--- src/rtl/axi_rd_arbiter_pkg.sv ---
// Shared definitions for the four-port AXI read arbiter: requester count,
// AXI ID width and the arbiter state encoding.
package axi_rd_arbiter_pkg;

    localparam int NUM_REQ = 4;
    localparam int ID_W    = 4;

    typedef enum logic [1:0] {
        ST_IDLE = 2'd0,
        ST_AR   = 2'd1,
        ST_R    = 2'd2
    } state_t;

endpackage

--- src/rtl/axi_rd_arbiter_rr_pick.sv ---
// Combinational round-robin picker for four requesters. The search starts at
// index ptr and wraps 3->0; the first asserted request wins.
module rr_pick_4 (
    input  logic [3:0] req,
    input  logic [1:0] ptr,
    output logic [3:0] grant,
    output logic [1:0] idx,
    output logic       any
);

    logic       found;
    logic [1:0] cand;

    // Walk the four candidates in priority order starting at ptr.
    always_comb begin
        grant = '0;
        idx   = ptr;
        found = 1'b0;
        cand  = ptr;
        for (int k = 0; k < 4; k++) begin
            cand = ptr + 2'(k);
            if (!found && req[cand]) begin
                found       = 1'b1;
                grant[cand] = 1'b1;
                idx         = cand;
            end
        end
    end

    assign any = |req;

endmodule

--- src/rtl/axi_rd_arbiter.sv ---
// Round-robin arbiter that funnels four single-burst read requesters onto one
// AXI read channel. One transaction is outstanding at a time; the winner's
// index and address are captured at grant time and drive AR until the burst
// ends with rlast.
module axi_rd_arbiter
    import axi_rd_arbiter_pkg::*;
#(
    parameter int NUM_REQ = axi_rd_arbiter_pkg::NUM_REQ,
    parameter int ID_W    = axi_rd_arbiter_pkg::ID_W
) (
    input  logic                    clk,
    input  logic                    resetn,
    input  logic [NUM_REQ-1:0]      req_valid,
    input  logic [32*NUM_REQ-1:0]   req_addr,
    output logic [NUM_REQ-1:0]      req_ready,
    output logic [NUM_REQ-1:0]      resp_valid,
    output logic [31:0]             resp_data,
    output logic                    resp_last,
    output logic                    arvalid,
    input  logic                    arready,
    output logic [31:0]             araddr,
    output logic [ID_W-1:0]         arid,
    input  logic                    rvalid,
    output logic                    rready,
    input  logic [31:0]             rdata,
    input  logic [ID_W-1:0]         rid,
    input  logic                    rlast,
    output logic                    err_rid
);

    state_t               state;
    state_t               state_nx;
    logic [1:0]           ptr;
    logic [1:0]           g;
    logic [31:0]          araddr_q;
    logic                 err_q;
    logic [3:0]           pick_grant;
    logic [1:0]           pick_idx;
    logic                 pick_any;
    logic [31:0]          sel_addr;
    logic [NUM_REQ-1:0]   g_oh;

    rr_pick_4 u_pick (
        .req   (req_valid),
        .ptr   (ptr),
        .grant (pick_grant),
        .idx   (pick_idx),
        .any   (pick_any)
    );

    // Select the winning requester's address using the one-hot grant.
    always_comb begin
        sel_addr = '0;
        for (int i = 0; i < NUM_REQ; i++) begin
            if (pick_grant[i]) begin
                sel_addr = req_addr[32*i +: 32];
            end
        end
    end

    // One-hot view of the registered grant index for routing.
    always_comb begin
        g_oh    = '0;
        g_oh[g] = 1'b1;
    end

    // State register.
    always_ff @(posedge clk or negedge resetn) begin
        if (!resetn) begin
            state <= ST_IDLE;
        end else begin
            state <= state_nx;
        end
    end

    // Next-state: grant, wait for the AR handshake, then wait for the last beat.
    always_comb begin
        state_nx = state;
        case (state)
            ST_IDLE: if (pick_any)         state_nx = ST_AR;
            ST_AR:   if (arready)          state_nx = ST_R;
            ST_R:    if (rvalid && rlast)  state_nx = ST_IDLE;
            default:                       state_nx = ST_IDLE;
        endcase
    end

    // Transaction registers: captured grant, address, rotating pointer, ID error.
    always_ff @(posedge clk or negedge resetn) begin
        if (!resetn) begin
            g        <= 2'd0;
            araddr_q <= 32'd0;
            ptr      <= 2'd0;
            err_q    <= 1'b0;
        end else begin
            if (state == ST_IDLE && pick_any) begin
                g        <= pick_idx;
                araddr_q <= sel_addr;
            end
            if (state == ST_AR && arready) begin
                ptr <= g + 2'd1;
            end
            if (state == ST_R && rvalid && (rid != arid)) begin
                err_q <= 1'b1;
            end
        end
    end

    // Outputs decoded from the current state; R-channel routing is combinational.
    always_comb begin
        arvalid    = 1'b0;
        rready     = 1'b0;
        req_ready  = '0;
        resp_valid = '0;
        resp_last  = 1'b0;
        case (state)
            ST_AR: begin
                arvalid = 1'b1;
                if (arready) req_ready = g_oh;
            end
            ST_R: begin
                rready    = 1'b1;
                if (rvalid) resp_valid = g_oh;
                resp_last = rlast & rvalid;
            end
            default: ;
        endcase
    end

    assign araddr    = araddr_q;
    assign arid      = ID_W'(g);
    assign resp_data = rdata;
    assign err_rid   = err_q;

endmodule

--- config.mk ---
export PLATFORM = sky130hd
export DESIGN_NAME = axi_rd_arbiter
export DESIGN_NICKNAME = d
export VERILOG_FILES = /design/src/rtl/axi_rd_arbiter_pkg.sv /design/src/rtl/axi_rd_arbiter_rr_pick.sv /design/src/rtl/axi_rd_arbiter.sv
export SDC_FILE = /design/constraint.sdc
export NUM_CORES = 1
export LEC_CHECK = 0
export ABC_AREA = 1
export BUFFER_PORTS_ARGS = -buffer_cell sky130_fd_sc_hd__buf_4
export CAP_MARGIN = 20
export CORE_ASPECT_RATIO = 0.7
export CORE_UTILIZATION = 40
export CTS_CLUSTER_SIZE = 14
export DETAILED_ROUTE_END_ITERATION = 10
export GPL_ROUTABILITY_DRIVEN = 0
export PLACE_DENSITY = 0.77
export SLEW_MARGIN = 5
export SYNTH_ARGS = -nofsm -noshare
export SYNTH_HDL_FRONTEND = slang
export SYNTH_SLANG_ARGS = --single-unit
--- constraint.sdc ---
create_clock -name clk -period 2.55 [get_ports clk]
set_clock_uncertainty 0.15 [all_clocks]
set_input_delay 0 -clock clk [delete_from_list [all_inputs] [get_ports clk]]
set_output_delay 0 -clock clk [all_outputs]
set_load 0.01 [all_outputs]
==> impl_results.md, run 1 <==
* Synth Register Bits at 39
* Yosys warns at 0
* Mapped Area at 3821 um^2
* Starting density of the core at 0.4162
* Cell count after placement at 779
* Error msg: [ERROR RSZ-0060] Max buffer count reached.
* # IOs at 253
* Setup repair bufs after CTS at 0
* Die Ht at roughly 84 um
* Sequential area share after synthesis at 0.2554
* PortBufs at roughly 190
* H-tree depth at 2
* CTS root buf: clkbuf_16
* Last stage: clock tree synthesis
* Post-synthesis average cell area at between 7 and 8 um^2
* Total CTS buffers at 5
* Post-cts resize count at 0
* # rows at 29
* Netlist cell types at 34
* Sink Count at 39
* Status: stopped before the end
* Final HPWL DP at a little over 9 mm
* Max clock buf depth at 2
* Die Width at between 100 and 150 um
* Hold-fix buffers, CTS at around 160
* Cells after synthesis at between 500 and 600
==> synth_stat cells <==
library cell / number / area (um^2)
o21bai_1: 1 / 7.510
nor2_8: 1 / 20.02
conb_1: 1 / 3.750
nand2_2: 5 / 31.28
nand2_8: 1 / 20.02
o211ai_1: 2 / 15.01
o21ai_0: 4 / 20.02
inv_2: 3 / 11.26
buf_12: 3 / 60.06
nor2_1: 44 / 165.2
xor2_1: 3 / 26.28
buf_2: 9 / 45.04
buf_4: 37 / 277.8
clkinv_1: 2 / 7.510
o21ai_1: 1 / 5.000
a21oi_1: 99 / 495.5
clkbuf_1: 6 / 22.52
nand2_1: 96 / 360.4
ha_1: 11 / 137.6
nor4_1: 1 / 6.260
nor3_1: 1 / 5.000
nand3_4: 4 / 70.07
inv_1: 44 / 165.2
nand3_2: 35 / 350.3
nor2_4: 1 / 11.26
dfrtp_1: 39 / 975.9
inv_4: 1 / 6.260
nand3_1: 14 / 70.07
a21oi_2: 31 / 271.5
nor2_2: 1 / 6.260
o31ai_1: 1 / 7.510
buf_6: 7 / 78.83
inv_6: 1 / 8.760
nand2_4: 5 / 56.30
==> per-stage QoR <==
stage	instance area, um^2	setup WS (ns)	utilization
after detailed placement	5092	0.08606	0.5547
after global placement	5092	0.2239	0.5547
after floorplan	3825	0.2416	-
==> kinds of logic after synthesis <==
kind of cell,count (synthesis),synth area share
other,1,0.0009814
adder cells (fa/ha/maj),11,0.03602
AND/OR/NAND/NOR,209,0.3068
flip-flops,39,0.2554
AO/OA/AOI/OAI,139,0.2151
buffers and inverters,113,0.1788
XOR/XNOR,3,0.006877
==> inputs of run 2 (changes only) <==
Settings changed: CORE_ASPECT_RATIO 0.7 to not set, CORE_UTILIZATION 40 to 25, CTS_CLUSTER_SIZE 14 to not set, PLACE_DENSITY 0.77 to not set, PLACE_DENSITY_LB_ADDON set to 0.15.
==> impl_results.md, run 2 <==
* # rows at 44
* Fin worst setup slack at between 0.15 and 0.2 ns
* Synth Register Bits at 39
* Post-route DRC at 15
* Most numerous cell in the Yosys netlist: a21oi_1
* Critical Path Sink Type: flop
* WHS Path Cells at 5
* Global-route wire length before repair at between 20 and 25 mm
* Cell count after placement at between 800 and 900
* CP startpoint kind: flop
* Final net count at a little over 1k
* CTS root buf: clkbuf_16
* Failing checks: DRC
* Post-Place Worst Slack at 0.07061 ns
* Die Width at approximately 130 um
* Vias at around 4.7k
* Mapped Area at 3821 um^2
* Final TNS setup at 0 ns
* Slew @ Worst Pin at between 0.5 and 0.6 ns
* Full die area at 15780 um^2
* Crit-path max FO at 16
* Post-synthesis average cell area at 7.420 um^2
* HP Class: primary input to flop
* Pleak at 3.348 nW
* Filler cells at 1399
* First-pass DRT Iterations at 10
* Die Ht at approximately 130 um
* TritonCTS clock tree: built
* Gr ovfl total at 0
* Post-synth ARST share at 1.000
* Core area at ~15000 um^2
* Vias in the first global route at roughly 4.9k
* Clk_lat worst skew at 0.28 ns
* Pwr/cell area at ~1200 nW/um^2
* Post-Layout Cell Count at between 1k and 1.5k
* Final antenna-violating net count at 0
* Final hold violations at 0
* Sink Count at 39
* Register Area at 975.9 um^2
* Initial antenna violation count at 0
* Starting density of the core at 0.2600
* Area of the multi-input gates at 2171 um^2
* Worst hold endpoint: araddr[21]
* Layout cells sized above 1 at 0.3611
* DR iter-0 viols at approximately 150
* Post-synth top area share at 0.2554
* Peak supply drop at between 0.6 and 0.7 mV
* GRT Util Overall at 0.1808
* Smallest hold slack at ~0.012 ns
* Post-DR wirelength/cell at 14.75 um
* Vias per inst at ~4.6
* Largest cells by area after synthesis: dfrtp_1, a21oi_1, nand2_1
* Slew Viols, Final at 0
* Final HPWL DP at 9.410 mm
* Post-Place Cell Area at between 5000 and 6000 um^2
* Final non-filler cell area at ~7000 um^2
* Most frequent cells in the layout: buf_4, dlygate4sd3_1, a21oi_1
* Final cycle utilization of the critical path at 0.9407
* R2R cell count at 14
* # IOs at between 200 and 300
* Max FFs per register at 32
* Synth area leader: dfrtp_1
* Max-cap check violation count at 0
* Reg2Reg Capture Point: araddr[31]
* Period minus WS final at 2.399 ns
* Worst Path Arrival at 2.46 ns
* Post-synth top cells: a21oi_1, nand2_1, inv_1, nor2_1, dfrtp_1
* Max clock buf depth at 2
* Kind of critical path: flop to flop
* Top FF cell, synth: dfrtp_1
* Final setup fails at 0
* Cells after synthesis at 515
* F_max at roughly 0.42 GHz
* Yosys warns at 0
* Routed WL at 14.93 mm
* Post-synth EDFFs at 0
* PortBufs at ~190
* Sequential area share after synthesis at 0.2554
* Relative slew margins at 0.6312
* Tot Pwr at between 8 and 9 mW
* Most common cell after layout, fill and taps aside: buf_4
* Clk slew on worst S/H paths at 0.06 ns
* RSZ-0062 raised after global routing: false
* Reg-to-Reg Start: ptr[0]
* Layout area overhead at 82.71%
* Total CTS buffers at 5
* Hold_sp: req_addr[53]
* Largest net degree at the start of global routing at 65
* Ant. Diodes at 0
* CP required at roughly 2.6 ns
* H-tree depth at 2
* Status: complete, but fails checks
* Reg2Reg Setup Slack at ~0.15 ns
* Netlist cell types at 34
* Util after Layout at 0.4750
-- run 2: logic make-up after synthesis --
logic type               synth area share
AO/OA/AOI/OAI                      0.2151
AND/OR/NAND/NOR                    0.3068
buffers and inverters              0.1788
XOR/XNOR                         0.006877
adder cells (fa/ha/maj)           0.03602
flip-flops                         0.2554
other                           0.0009814
-- run 2: power by group --
| part | leakage [nW] | switching, mW | internal, mW |
|---|---|---|---|
| logic | 2.83 | 3.93 | 2.67 |
| registers | 0.449 | 0.200 | 0.972 |
| clock network | 0.0658 | 0.273 | 0.361 |
| total | 3.35 | 4.41 | 4.00 |
-- run 2: per-layer routing --
metal	GRT usage	up-vias	wire length [um]
met4	0.08178	0	467
met1	0.1983	2179	5877
met5	0	-	0
met2	0.3454	194	7842
li1	-	2270	-
met3	0.02209	37	744
-- run 2: cell type report --
class / instances / area share
Sequential cell: 39 / 0.1398
Timing Repair Buffer: 366 / 0.4654
Inverter: 51 / 0.03011
Clock inverter: 3 / 0.002867
Multi-Input combinational cell: 364 / 0.3109
Tap cell: 184 / 0.03297
Clock buffer: 5 / 0.01792
-- run 2: worst max-delay path by stage --
stage / slack (ns) / end / startpoint
after CTS: 0.06 / araddr[22] / ptr[0]
after detailed placement: 0.07 / araddr[31] / ptr[0]
after floorplan: 0.24 / araddr[21] / ptr[0]
after global placement: 0.16 / araddr[20] / ptr[0]
after global routing: 0.02 / araddr[1] / ptr[0]
final: 0.15 / araddr[31] / ptr[0]
-- run 2: worst max-delay path, cell delays in order (launching register included) --
cell and delay [ns]:
dfrtp_1 0.39, inv_4 0.08, ha_1 0.37, inv_2 0.11
nand3_1 0.09, nand2_2 0.12, nand2_4 0.09, nor2_8 0.13
nand3_2 0.10, nand2_4 0.17, buf_8 0.20, a21oi_1 0.08
nand2_1 0.06, nand2_1 0.06, a21oi_2 0.12
-- run 2: what timing repair did --
action | CTS | global route
hold endpoints to repair | 106 | 0
setup endpoints to repair | 0 | 32
hold buffers | 166 | 0
resized for setup | 0 | 11
setup buffers | 0 | 1
Note: power is estimated with default switching activity, not from simulation.
